==> src/rtl/ex_pkg.sv <==
// Shared constants and types for the execute stage.
// EX_DIV_EN enables the iterative DIV/DIVU path in iter_muldiv and ex_stage.
package ex_pkg;

  localparam int DEF_MUL_CYCLES = 32;

  localparam logic [5:0] F_ADD   = 6'h20;
  localparam logic [5:0] F_SUB   = 6'h22;
  localparam logic [5:0] F_AND   = 6'h24;
  localparam logic [5:0] F_OR    = 6'h25;
  localparam logic [5:0] F_SLT   = 6'h2A;
  localparam logic [5:0] F_MFHI  = 6'h10;
  localparam logic [5:0] F_MFLO  = 6'h12;
  localparam logic [5:0] F_MULT  = 6'h18;
  localparam logic [5:0] F_MULTU = 6'h19;
  localparam logic [5:0] F_DIV   = 6'h1A;
  localparam logic [5:0] F_DIVU  = 6'h1B;

  localparam logic [1:0] AOP_ADD   = 2'b00;
  localparam logic [1:0] AOP_SUB   = 2'b01;
  localparam logic [1:0] AOP_RTYPE = 2'b10;
  localparam logic [1:0] AOP_ADDI  = 2'b11;

  typedef enum logic [2:0] {
    ALU_ADD, ALU_SUB, ALU_AND, ALU_OR,
    ALU_SLT, ALU_HI, ALU_LO, ALU_NONE
  } alu_op_t;

  typedef enum logic [1:0] {
    IDLE, BUSY, DIV_BUSY
  } md_state_t;

  typedef enum logic [1:0] {
    MD_MULT, MD_MULTU, MD_DIV, MD_DIVU
  } md_op_t;

  function automatic logic [31:0] mag(
    input logic [31:0] v,
    input logic        sgn
  );
    return (sgn && v[31]) ? -v : v;
  endfunction

endpackage

==> src/rtl/iter_muldiv.sv <==
// Iterative 32-step multiplier (and divider with EX_DIV_EN) owning HI/LO.
// EX_DIV_EN adds restoring division in state DIV_BUSY.
module iter_muldiv
  import ex_pkg::*;
#(
  parameter int CYCLES = DEF_MUL_CYCLES
) (
  input  logic        clk,
  input  logic        reset,
  input  logic        start,
  input  md_op_t      op,
  input  logic [31:0] a,
  input  logic [31:0] b,
  output logic        busy,
  output logic [31:0] hi,
  output logic [31:0] lo
);

  localparam int CW = $clog2(CYCLES);
  localparam logic [CW-1:0] LAST = CW'(CYCLES - 1);

  md_state_t state, state_nx;
  logic [CW-1:0] cnt;
  logic [63:0] acc, mcand, acc_nx, prod;
  logic [31:0] mplier, ma, mb;
  logic        neg, sgn, last;

  assign sgn  = (op == MD_MULT) || (op == MD_DIV);
  assign ma   = mag(a, sgn);
  assign mb   = mag(b, sgn);
  assign last = (cnt == LAST);

  assign acc_nx = acc + (mplier[0] ? mcand : 64'd0);
  assign prod   = neg ? -acc_nx : acc_nx;

`ifdef EX_DIV_EN
  logic        rneg, dz, is_div;
  logic [32:0] dsh, ddf;
  logic [63:0] div_nx;

  assign is_div = (op == MD_DIV) || (op == MD_DIVU);
  // acc holds {remainder, dividend/quotient}; mplier holds the divisor
  assign dsh    = {acc[63:32], acc[31]};
  assign ddf    = dsh - {1'b0, mplier};
  assign div_nx = ddf[32] ? {dsh[31:0], acc[30:0], 1'b0}
                          : {ddf[31:0], acc[30:0], 1'b1};
`endif

  always_ff @(posedge clk or negedge reset) begin
    if (!reset) state <= IDLE;
    else        state <= state_nx;
  end

  always_comb begin
    state_nx = state;
    unique case (state)
      IDLE: begin
        if (start) begin
`ifdef EX_DIV_EN
          state_nx = is_div ? DIV_BUSY : BUSY;
`else
          state_nx = BUSY;
`endif
        end
      end
      BUSY, DIV_BUSY: if (last) state_nx = IDLE;
      default: state_nx = IDLE;
    endcase
  end

  always_comb begin
    busy = (state != IDLE);
  end

  always_ff @(posedge clk or negedge reset) begin
    if (!reset) begin
      cnt    <= '0;
      acc    <= '0;
      mcand  <= '0;
      mplier <= '0;
      neg    <= 1'b0;
      hi     <= '0;
      lo     <= '0;
`ifdef EX_DIV_EN
      rneg   <= 1'b0;
      dz     <= 1'b0;
`endif
    end else if (start && state == IDLE) begin
      cnt    <= '0;
      mplier <= mb;
      neg    <= sgn && (a[31] ^ b[31]);
`ifdef EX_DIV_EN
      rneg   <= sgn && a[31];
      dz     <= (b == 32'd0);
      acc    <= is_div ? {32'd0, ma} : 64'd0;
      mcand  <= is_div ? 64'd0 : {32'd0, ma};
`else
      acc    <= '0;
      mcand  <= {32'd0, ma};
`endif
    end else if (state == BUSY) begin
      acc    <= acc_nx;
      mcand  <= mcand << 1;
      mplier <= mplier >> 1;
      cnt    <= cnt + 1'b1;
      if (last) {hi, lo} <= prod;
`ifdef EX_DIV_EN
    end else if (state == DIV_BUSY) begin
      acc <= div_nx;
      cnt <= cnt + 1'b1;
      if (last) begin
        hi <= rneg ? -div_nx[63:32] : div_nx[63:32];
        lo <= dz  ? 32'hFFFF_FFFF
            : neg ? -div_nx[31:0] : div_nx[31:0];
      end
`endif
    end
  end

endmodule

==> src/rtl/ex_stage.sv <==
// Execute stage: ALU, ALU control, branch adder, rd mux, EX/MEM latch.
// EX_DIV_EN adds DIV/DIVU issue and stall decode.
module ex_stage
  import ex_pkg::*;
#(
  parameter int MUL_CYCLES = DEF_MUL_CYCLES
) (
  input  logic        clk,
  input  logic        reset,
  input  logic [1:0]  wb_ctl,
  input  logic [2:0]  m_ctl,
  input  logic [3:0]  ex_ctl,
  input  logic [31:0] npc,
  input  logic [31:0] rdata1,
  input  logic [31:0] rdata2,
  input  logic [31:0] s_extend,
  input  logic [4:0]  instr_2016,
  input  logic [4:0]  instr_1511,
  output logic        ex_stall,
  output logic [1:0]  wb_ctlout,
  output logic [2:0]  m_ctlout,
  output logic [31:0] add_result,
  output logic        zero,
  output logic [31:0] alu_result,
  output logic [31:0] rdata2out,
  output logic [4:0]  muxout
);

  logic [1:0]  aluop;
  logic [5:0]  funct;
  logic [31:0] opb, res, hi, lo;
  logic        busy, md_go, dep, start;
  alu_op_t     alu_op;
  md_op_t      md_op;

  assign aluop = ex_ctl[2:1];
  assign funct = s_extend[5:0];
  assign opb   = ex_ctl[0] ? s_extend : rdata2;

  always_comb begin
    alu_op = ALU_NONE;
    md_go  = 1'b0;
    md_op  = MD_MULT;
    dep    = 1'b0;
    unique case (1'b1)
      aluop == AOP_ADD,
      aluop == AOP_ADDI: alu_op = ALU_ADD;
      aluop == AOP_SUB:  alu_op = ALU_SUB;
      default: begin
        unique case (1'b1)
          funct == F_ADD:  alu_op = ALU_ADD;
          funct == F_SUB:  alu_op = ALU_SUB;
          funct == F_AND:  alu_op = ALU_AND;
          funct == F_OR:   alu_op = ALU_OR;
          funct == F_SLT:  alu_op = ALU_SLT;
          funct == F_MFHI: begin alu_op = ALU_HI; dep = 1'b1; end
          funct == F_MFLO: begin alu_op = ALU_LO; dep = 1'b1; end
          funct == F_MULT: begin
            md_go = 1'b1; dep = 1'b1; md_op = MD_MULT;
          end
          funct == F_MULTU: begin
            md_go = 1'b1; dep = 1'b1; md_op = MD_MULTU;
          end
`ifdef EX_DIV_EN
          funct == F_DIV: begin
            md_go = 1'b1; dep = 1'b1; md_op = MD_DIV;
          end
          funct == F_DIVU: begin
            md_go = 1'b1; dep = 1'b1; md_op = MD_DIVU;
          end
`endif
          default: alu_op = ALU_NONE;
        endcase
      end
    endcase
  end

  always_comb begin
    res = '0;
    unique case (alu_op)
      ALU_ADD: res = rdata1 + opb;
      ALU_SUB: res = rdata1 - opb;
      ALU_AND: res = rdata1 & opb;
      ALU_OR:  res = rdata1 | opb;
      ALU_SLT: res = {31'd0, $signed(rdata1) < $signed(opb)};
      ALU_HI:  res = hi;
      ALU_LO:  res = lo;
      default: res = '0;
    endcase
  end

  assign ex_stall = busy & dep;
  assign start    = md_go & ~ex_stall;

  iter_muldiv #(
    .CYCLES (MUL_CYCLES)
  ) u_md (
    .clk   (clk),
    .reset (reset),
    .start (start),
    .op    (md_op),
    .a     (rdata1),
    .b     (rdata2),
    .busy  (busy),
    .hi    (hi),
    .lo    (lo)
  );

  // A stalled edge inserts a bubble: control drops, data holds.
  always_ff @(posedge clk or negedge reset) begin
    if (!reset) begin
      wb_ctlout  <= '0;
      m_ctlout   <= '0;
      add_result <= '0;
      zero       <= 1'b0;
      alu_result <= '0;
      rdata2out  <= '0;
      muxout     <= '0;
    end else if (ex_stall) begin
      wb_ctlout <= '0;
      m_ctlout  <= '0;
    end else begin
      wb_ctlout  <= md_go ? 2'b00 : wb_ctl;
      m_ctlout   <= md_go ? 3'b000 : m_ctl;
      add_result <= npc + (s_extend << 2);
      zero       <= (res == 32'd0);
      alu_result <= res;
      rdata2out  <= rdata2;
      muxout     <= ex_ctl[3] ? instr_1511 : instr_2016;
    end
  end

endmodule

==> config.mk <==
export PLATFORM = sky130hd
export DESIGN_NAME = ex_stage
export DESIGN_NICKNAME = d
export VERILOG_FILES = /design/src/rtl/ex_pkg.sv /design/src/rtl/iter_muldiv.sv /design/src/rtl/ex_stage.sv
export SDC_FILE = /design/constraint.sdc
export NUM_CORES = 1
export LEC_CHECK = 0
export ABC_CLOCK_PERIOD_IN_PS = 4150
export CAP_MARGIN = 10
export CELL_PAD_IN_SITES_DETAIL_PLACEMENT = 1
export CELL_PAD_IN_SITES_GLOBAL_PLACEMENT = 2
export CORE_MARGIN = 2
export CORE_UTILIZATION = 32
export CTS_BUF_LIST = sky130_fd_sc_hd__clkbuf_16
export CTS_CLUSTER_SIZE = 30
export DETAILED_ROUTE_END_ITERATION = 8
export GPL_ROUTABILITY_DRIVEN = 0
export PLACE_DENSITY_LB_ADDON = 0.1
export SETUP_SLACK_MARGIN = 0.02
export SLEW_MARGIN = 25
export SYNTH_ARGS = -nofsm -noshare
export SYNTH_HDL_FRONTEND = slang
export SYNTH_HIERARCHICAL = 1
export SYNTH_SLANG_ARGS = --single-unit
==> constraint.sdc <==
create_clock -name clk -period 4.15 [get_ports clk]
set_input_delay 0.83 -clock clk [delete_from_list [all_inputs] [get_ports clk]]
set_output_delay 0.83 -clock clk [all_outputs]
set_load 0.02 [all_outputs]
Yosys cells after proc, flatten, opt, wreduce, memory -nomap -nowiden
Index checks and enable logic that the tools add are counted.
Storage, ports and cells
  register bits: 339
  input bits: 149
  output and inout port bits: 108
  word-level logic and storage cells: 103
Operators by class
  add/subtract/negate cells: 8
  order comparisons: 1
  eq/ne operators: 23
  mux-type cells: 30
  bitwise gates (word level): 7
  reduce and logical (&&, ||, !) cells: 19
Operators by type and width (number)
  $mux 64: 6
  $pmux 32 s7: 1
  $mux 32: 5
  $add 32x32->32: 2
  $add 64x64->64: 1
  $neg 32->32: 2
  $neg 64->64: 1
  $and 32x32->32: 1
  $logic_not 32->1: 1
  $lt 32x32->1: 1
  $or 32x32->32: 1
  $sub 32x32->32: 1
  $eq 6x6->1 const B: 5
  $eq 6x5->1 const B: 4
  $pmux 3 s7: 1
  $mux 5: 3
  $eq 3x3->1 const B: 3
  $mux 2: 4
  $eq 3x2->1 const B: 2
  $logic_not 2->1: 3
  $mux 1: 6
  $mux 3: 2
  $pmux 3 s2: 1
  $reduce_or 2->1: 3
  other kinds (19): 28

Logic depth before layout (Yosys ltp)
Gate-level depths: netlist of the first run.
  depth after elaboration: 10
  mapped depth: 19
  depth with buffers taken out: 16

Cells and area by module
The synthesis of the first run kept the hierarchy.
By module, submodules not included
  iter_muldiv: instances 1, cells each 1975, area an instance 16377.0 um^2, sequential area each 5780.5 um^2
  ex_stage: instances 1, cells each 1469, area an instance 11329.6 um^2, sequential area each 2677.6 um^2

Worst setup path before layout of the first run
No wires, ideal clock.
  path type: input to register
  start: in ex_ctl[0]
  end: reg zero
  setup time: 0.067 ns
  arrival time: 4.781 ns
  required time: 4.083 ns
  path slack: -0.698 ns
  stages: 14
  buffers on the path: 3
  cell sequence: clkbuf_1 > buf_1 > mux2i_1 > ha_1 > clkbuf_1 > or3_1 > or4_1 > o211a_1 > o31a_1 > a2111oi_0 > mux2i_1 > nand4_1 > nor4_1 > a32o_1
Between the ends
  longest elaborated chain between the ends: 4
  elaborated cells between the ends (all ways): 8
  those cells by class: 2 x add/sub; 1 x order compare; 2 x mux; 2 x bitwise; 1 x reduce/logical
RTL lines
  start, declared: RTL line ex_stage.sv:12  | input logic [3:0] ex_ctl,
  $mux 32 (*): RTL line ex_stage.sv:38  | assign opb = ex_ctl[0] ? s_extend : rdata2;
  $sub 32x32->32 (tied with other cells): RTL line ex_stage.sv:82  | ALU_SUB: res = rdata1 - opb;
  $pmux 32 s7 (*): RTL line ex_stage.sv:80  | unique case (alu_op)
  $logic_not 32->1 (*): RTL line ex_stage.sv:126  | zero <= (res == 32'd0);
  end signal, assigned: RTL line ex_stage.sv:126
  end, declared: RTL line ex_stage.sv:23  | output logic zero,
Mark *: on every way between the ends. The rest lies on a longest branch, timed or not.
A chain may end at the register's enable or synchronous reset.

Worst setup path after layout of the first run
  start: reg u_md.mplier[0]
  end: reg u_md.hi[30]
Between the ends
  longest elaborated chain between the ends: 4
RTL lines
  start, declared: RTL line iter_muldiv.sv:25  | logic [31:0] mplier, ma, mb;
  start signal, assigned: RTL line iter_muldiv.sv:90  | mplier <= mb;
  start signal, assigned: RTL line iter_muldiv.sv:104  | mplier <= mplier >> 1;
  $mux 64 (*): RTL line iter_muldiv.sv:33  | assign acc_nx = acc + (mplier[0] ? mcand : 64'd0);
  $add 64x64->64 (*): RTL line iter_muldiv.sv:33
  $neg 64->64: RTL line iter_muldiv.sv:34  | assign prod = neg ? -acc_nx : acc_nx;
  $mux 64 (*): RTL line iter_muldiv.sv:34
  end signal, assigned: RTL line iter_muldiv.sv:106  | if (last) {hi, lo} <= prod;
  end, declared: RTL line iter_muldiv.sv:15  | output logic [31:0] hi,
Marked as above.

==> run metrics, run 1 <==
status=finished with violations; violations in the final reports=negative setup slack; Slowest-stage cell, CP=or4_4; Via Count=31500; # Max-Cap Violations=0; number of buffers and inverters on the critical path=5; syn_nets=3793; Reg area=0.00846 sq mm; Initial DRC Count=2142; initial antenna violation count=5; Tmin final=4.74 ns; GR Overflow Total=0; nets@finish=4917; Max Buffers Root-to-Sink=3; Max Slew Vio Count=0; CP top delay family=compound AO/OA/AOI/OAI gates; CORE AREA=0.0854 sq mm; DP Cell Count=5605; Layout Cells excl Fill=5747; Worst Max-Slew Pin Slew=1.04 ns; clock root buffer=clkbuf_16; Core Rows=107; Setup crit end kind=flop; clock skew=0.0375 ns; cts bufs inserted=45; cell count after synthesis=3443; Core Util, Final=0.496; Hold WC Path Type=in -> async; total wire length=135000 um; fmax=0.211 GHz; Syn. warnings=6; Synth Area per Inst=8.05 sq um; die width=298 um; die footprint=0.0889 sq mm; setup ws final=-0.594 ns; die extent in y=298 um; Setup TNS=-14.61 ns; layout cells sized above 1=0.307; Reg clk slew, reported paths=0.06 ns; filler cell count in the final layout=10100; RSZ-0062 raised after global routing=yes; WL/cell=23.5 um; Startpoint Class=flop; VDD IR-drop max=0.380 mV; I/O Pins=257; worst-skew pair later-pin latency=0.62 ns; endpoints failing setup=45; Area growth syn-to-layout=52.9%; Power Density=410 mW/mm^2; clock sinks=338; CTS tree=done; Worst EP required=4.61 ns; DR pass1 iterations=7; IO Port Bufs=256; Vias/cell=5.48; first-pass GRT wire length=204000 um; number of H-tree levels=2; CP max FO=27; Critical Path Max Stage Delay=0.55 ns; vias in the first global route=33600; hpwl dp=108000 um; largest net degree at the start of global routing=90; GRT Total Usage=0.294; crit-path cells=buf_12 > buf_4 > buf_12 > and2_1 > ha_4 > a21oi_4 > o21ai_2 > a221o_1 > a21oi_2 > o2bb2ai_4 > or4_1 > o211a_2 > or4_4 > nand4b_1 > buf_6 > o41ai_4 > xor2_1 > buf_4 > o21ai_1; DRC=0; CP Class=reg -> reg; Crit path arrival time=5.20 ns; post-route ant nets=0; Tcrit/Tclk final=1.14; initial core utilization=0.324; multi-input logic area=0.0200 sq mm; Slew headroom=0.306; Hold Buf Count CTS=0; Post-Syn Area=0.0277 sq mm; Pleak=19.4 nW; Hold Fails Final Rpt=0
==> cells in the final DEF (no fill, tap or decap), types with 13 or more instances in the layout <==
master	count
nor2b_1	17
a21oi_2	27
ha_4	25
a21o_1	48
o21a_1	18
a31oi_1	29
nand2b_1	25
o21ai_2	20
or3_1	37
o21ai_1	38
xnor2_1	82
o21bai_1	19
and2_1	82
buf_6	13
a211oi_1	20
ha_1	160
nor3_1	55
dlymetal6s2s_1	22
xor2_1	95
nand2_1	503
o211ai_1	23
o31ai_1	31
nor2_1	214
mux2i_1	43
a22oi_1	14
a22o_1	84
o21ai_0	332
buf_4	965
a21oi_1	180
nand3_1	45
clkdlybuf4s50_1	231
dfrtp_1	336
nor4_1	23
and3_1	18
buf_12	25
inv_1	149
clkbuf_16	46
nand4_1	41
==> sequential cells by signal, summed over array words and instances (netlist names) <==
signal / flops
u_md/lo: 32
u_md/state: 1
wb_ctlout: 2
u_md/hi: 32
u_md/mplier: 32
u_md/neg: 1
rdata2out: 32
u_md/acc: 64
add_result: 32
zero: 1
m_ctlout: 3
u_md/cnt: 5
alu_result: 32
muxout: 5
u_md/mcand: 64
==> final cells by class <==
class | count | share of cell area
clock buffers | 46 | 0.0272
flip-flops and latches | 338 | 0.200
repair buffers | 1259 | 0.248
diodes | 3 | 0.000177
multi-input cells | 2775 | 0.472
clock inverters | 34 | 0.00623
inverters | 148 | 0.0131
well taps | 1144 | 0.0338
==> timing repair <==
action / 4_1_cts / 5_1_grt
pin swaps: 39 / 54
endpoints found under the setup margin: 57 / 68
buffers inserted: 18 / 42
resized for setup: 135 / 220
==> worst paths after layout <==
| path | start | end | slack (ns) | depth (start not counted) |
|---|---|---|---|---|
| setup / recovery | u_md/mplier[0] | u_md/hi[30] | -0.59 | 19 |
| min in group clk | u_md/mplier[22] | u_md/mplier[21] | 0.47 | 2 |
| hold reg to reg | u_md/mplier[22] | u_md/mplier[21] | 0.47 | 2 |
| max in group asynchronous | reset | u_md/state[0] | 2.89 | 2 |
| hold / removal | reset | alu_result[6] | 0.22 | 1 |
| setup reg to reg | u_md/mplier[0] | u_md/hi[30] | -0.59 | 19 |
==> power breakdown <==
| part | switching (mW) | total [mW] | internal (mW) |
|---|---|---|---|
| Clock | 1.67 | 3.83 | 2.15 |
| Combinational | 4.91 | 9.17 | 4.26 |
| Sequential | 0.462 | 4.38 | 3.92 |
| Total | 7.05 | 17.4 | 10.3 |
==> metrics by stage <==
stage | hold WS (ns) | power [mW] | setup slack [ns] | area, sq um
5_1_grt | 0.283 | 18.4 | -0.693 | 42400
3_3_place_gp | 0.454 | 12.2 | -1.46 | 38800
3_5_place_dp | 0.458 | 12.5 | -1.59 | 38800
4_1_cts | 0.240 | 16.9 | -0.577 | 41000
6_report | 0.222 | 17.4 | -0.594 | 42400
2_1_floorplan | 0.448 | 8.21 | -0.120 | 28200
==> routing by layer <==
metal	track usage	share of wire	vias up
met5	0	0.00013	-
met4	0.123	0.045	2
met3	0.0279	0.040	221
met2	0.496	0.47	766
met1	0.385	0.44	15800
li1	-	-	14700
(Power assumes the default switching activity.)
==> inputs of run 2 (changes only) <==
--- a/config.mk
+++ b/config.mk
@@ -9,6 +9,7 @@
 export CAP_MARGIN = 10
 export CELL_PAD_IN_SITES_DETAIL_PLACEMENT = 1
 export CELL_PAD_IN_SITES_GLOBAL_PLACEMENT = 2
+export CORE_ASPECT_RATIO = 1.75
 export CORE_MARGIN = 2
 export CORE_UTILIZATION = 32
 export CTS_BUF_LIST = sky130_fd_sc_hd__clkbuf_16
==> run 2 against run 1 <==
The flow still finishes with violations (negative setup slack). Clock power decreased by 5%. Count of clock-buffer cells in the layout is 4 lower. Critical path type unchanged. Setup slack got worse by 0.24 ns. Non-clock buffer count is 104 higher. Largest power group unchanged. Die area increased by 0.10%. Cell count increased by 1.7%. Critical endpoint is now u_md/hi[31]. First-iteration DRC count down 13%. Via count increased by 3.9%. Global-route usage increased by 3.5 points.
==> run metrics, run 2 (same netlist as run 1, synthesis figures left out) <==
status=finished with violations; violations in the final reports=negative setup slack; Worst Max-Slew Pin Slew=1.14 ns; CP max FO=5; Slew headroom=0.239; Initial DRC Count=1874; I/O Pins=257; Hold Fails Final Rpt=0; GRT Total Usage=0.329; DP Cell Count=5653; Reg clk slew, reported paths=0.06 ns; Startpoint Class=flop; clock sinks=338; WL/cell=26.0 um; CORE AREA=0.0856 sq mm; DR pass1 iterations=9; biggest regs=u_md/acc: 64 flops, u_md/mcand: 64 flops; clock root buffer=clkbuf_16; cts bufs inserted=40; first-pass GRT wire length=221000 um; worst-skew pair later-pin latency=0.60 ns; layout cells sized above 1=0.345; CTS tree=done; initial core utilization=0.323; largest net degree at the start of global routing=185; Power Density=421 mW/mm^2; filler cell count in the final layout=9985; die extent in y=393 um; fmax=0.201 GHz; post-route ant nets=0; vias in the first global route=35600; Via Count=32700; nets@finish=5016; Worst EP required=4.68 ns; commonest non-fill, non-tap cells in the layout=buf_4 (996), nand2_1 (493), dfrtp_1 (335), o21ai_0 (297), clkdlybuf4s50_1 (208); total wire length=152000 um; Setup crit end kind=flop; commonest non-fill, non-tap cell in the layout=buf_4; Max Buffers Root-to-Sink=3; Tmin final=4.98 ns; IO Port Bufs=256; clock skew=0.0218 ns; Crit path arrival time=5.51 ns; Area growth syn-to-layout=60.7%; VDD IR-drop max=0.366 mV; Pleak=20.2 nW; Hold WC Path Type=in -> async; Vias/cell=5.60; GR Overflow Total=0; Core Rows=142; Max Slew Vio Count=0; RSZ-0062 raised after global routing=yes; endpoints failing setup=46; hpwl dp=118000 um; initial antenna violation count=11; Tcrit/Tclk final=1.20; die width=226 um; Final Hold Slack=0.242 ns; Layout Cells excl Fill=5847; # Max-Cap Violations=0; CP Class=reg -> reg; die footprint=0.0890 sq mm; setup ws final=-0.831 ns; number of H-tree levels=2; DRC=0
-- run 2: report_power, final --
part	leakage (nW)	internal, mW	switching, mW
clock	0.629	2.02	1.62
sequential	4.41	3.92	0.525
combinational	15.2	5.02	5.64
total	20.2	11.0	7.78
-- run 2: what timing repair did --
action / in CTS / in global routing
endpoints found under the setup margin: 64 / 75
hold buffers: 0 / 0
pin swaps: 75 / 155
buffers inserted: 55 / 67
resized for setup: 343 / 345
gates cloned: 3 / 1
hold endpoints to repair: 0 / 0
-- run 2: worst max-delay path: stages, from the launching register on --
cell,delay [ns]
dfrtp_4,0.55
buf_12,0.17
buf_16,0.13
and2_1,0.17
ha_4,0.27
and3_1,0.21
a221oi_4,0.43
o21ba_4,0.24
a21oi_2,0.09
buf_4,0.16
a21oi_4,0.18
o21bai_1,0.13
buf_4,0.16
xor2_2,0.17
nor4_4,0.38
buf_4,0.20
buf_12,0.10
nand4_4,0.21
or2_4,0.32
or4_4,0.51
nand4_1,0.09
-- run 2: path summary, 6_finish.rpt --
check | slack [ns] | cells past startpoint | endpoint | from
max reg2reg | -0.83 | 20 | u_md/hi[31] | u_md/mplier[0]
min in group clk | 0.47 | 2 | alu_result[18] | alu_result[18]
min | 0.24 | 1 | alu_result[16] | reset
min reg2reg | 0.47 | 2 | alu_result[18] | alu_result[18]
max | -0.83 | 20 | u_md/hi[31] | u_md/mplier[0]
max in group asynchronous | 2.90 | 2 | u_md/acc[16] | reset
-- run 2: area by class of cell --
cell class                 instances  area (sq um)  share of cell area
multi-input combinational       2775         21100               0.474
timing repair buffer            1363         11700               0.262
sequential                       338          8470               0.190
tap                             1152          1440              0.0324
clock buffer                      42          1050              0.0236
inverter                         148           557              0.0125
clock inverter                    28           228             0.00511
antenna                            1          2.50           0.0000562
-- run 2: routing by layer --
metal,GRT usage,up-vias,part of all wire
met5,0,-,0.00053
met1,0.331,16200,0.35
li1,-,14900,-
met2,0.601,1078,0.51
met3,0.0496,500,0.050
met4,0.258,12,0.096
-- run 2: through the flow --
stage               area (sq um)   util  total power [mW]  TNS (ns)  worst slack [ns]
floorplan                  28200      -              8.21    -0.125            -0.120
global placement           39100  0.457              12.4    -44.15             -1.19
detailed placement         39100  0.457              12.7    -51.28             -1.43
CTS                        42500  0.497              17.7    -16.64            -0.684
global route               44500  0.520              19.6    -28.32            -0.901
finish                     44500  0.520              18.7    -24.49            -0.831
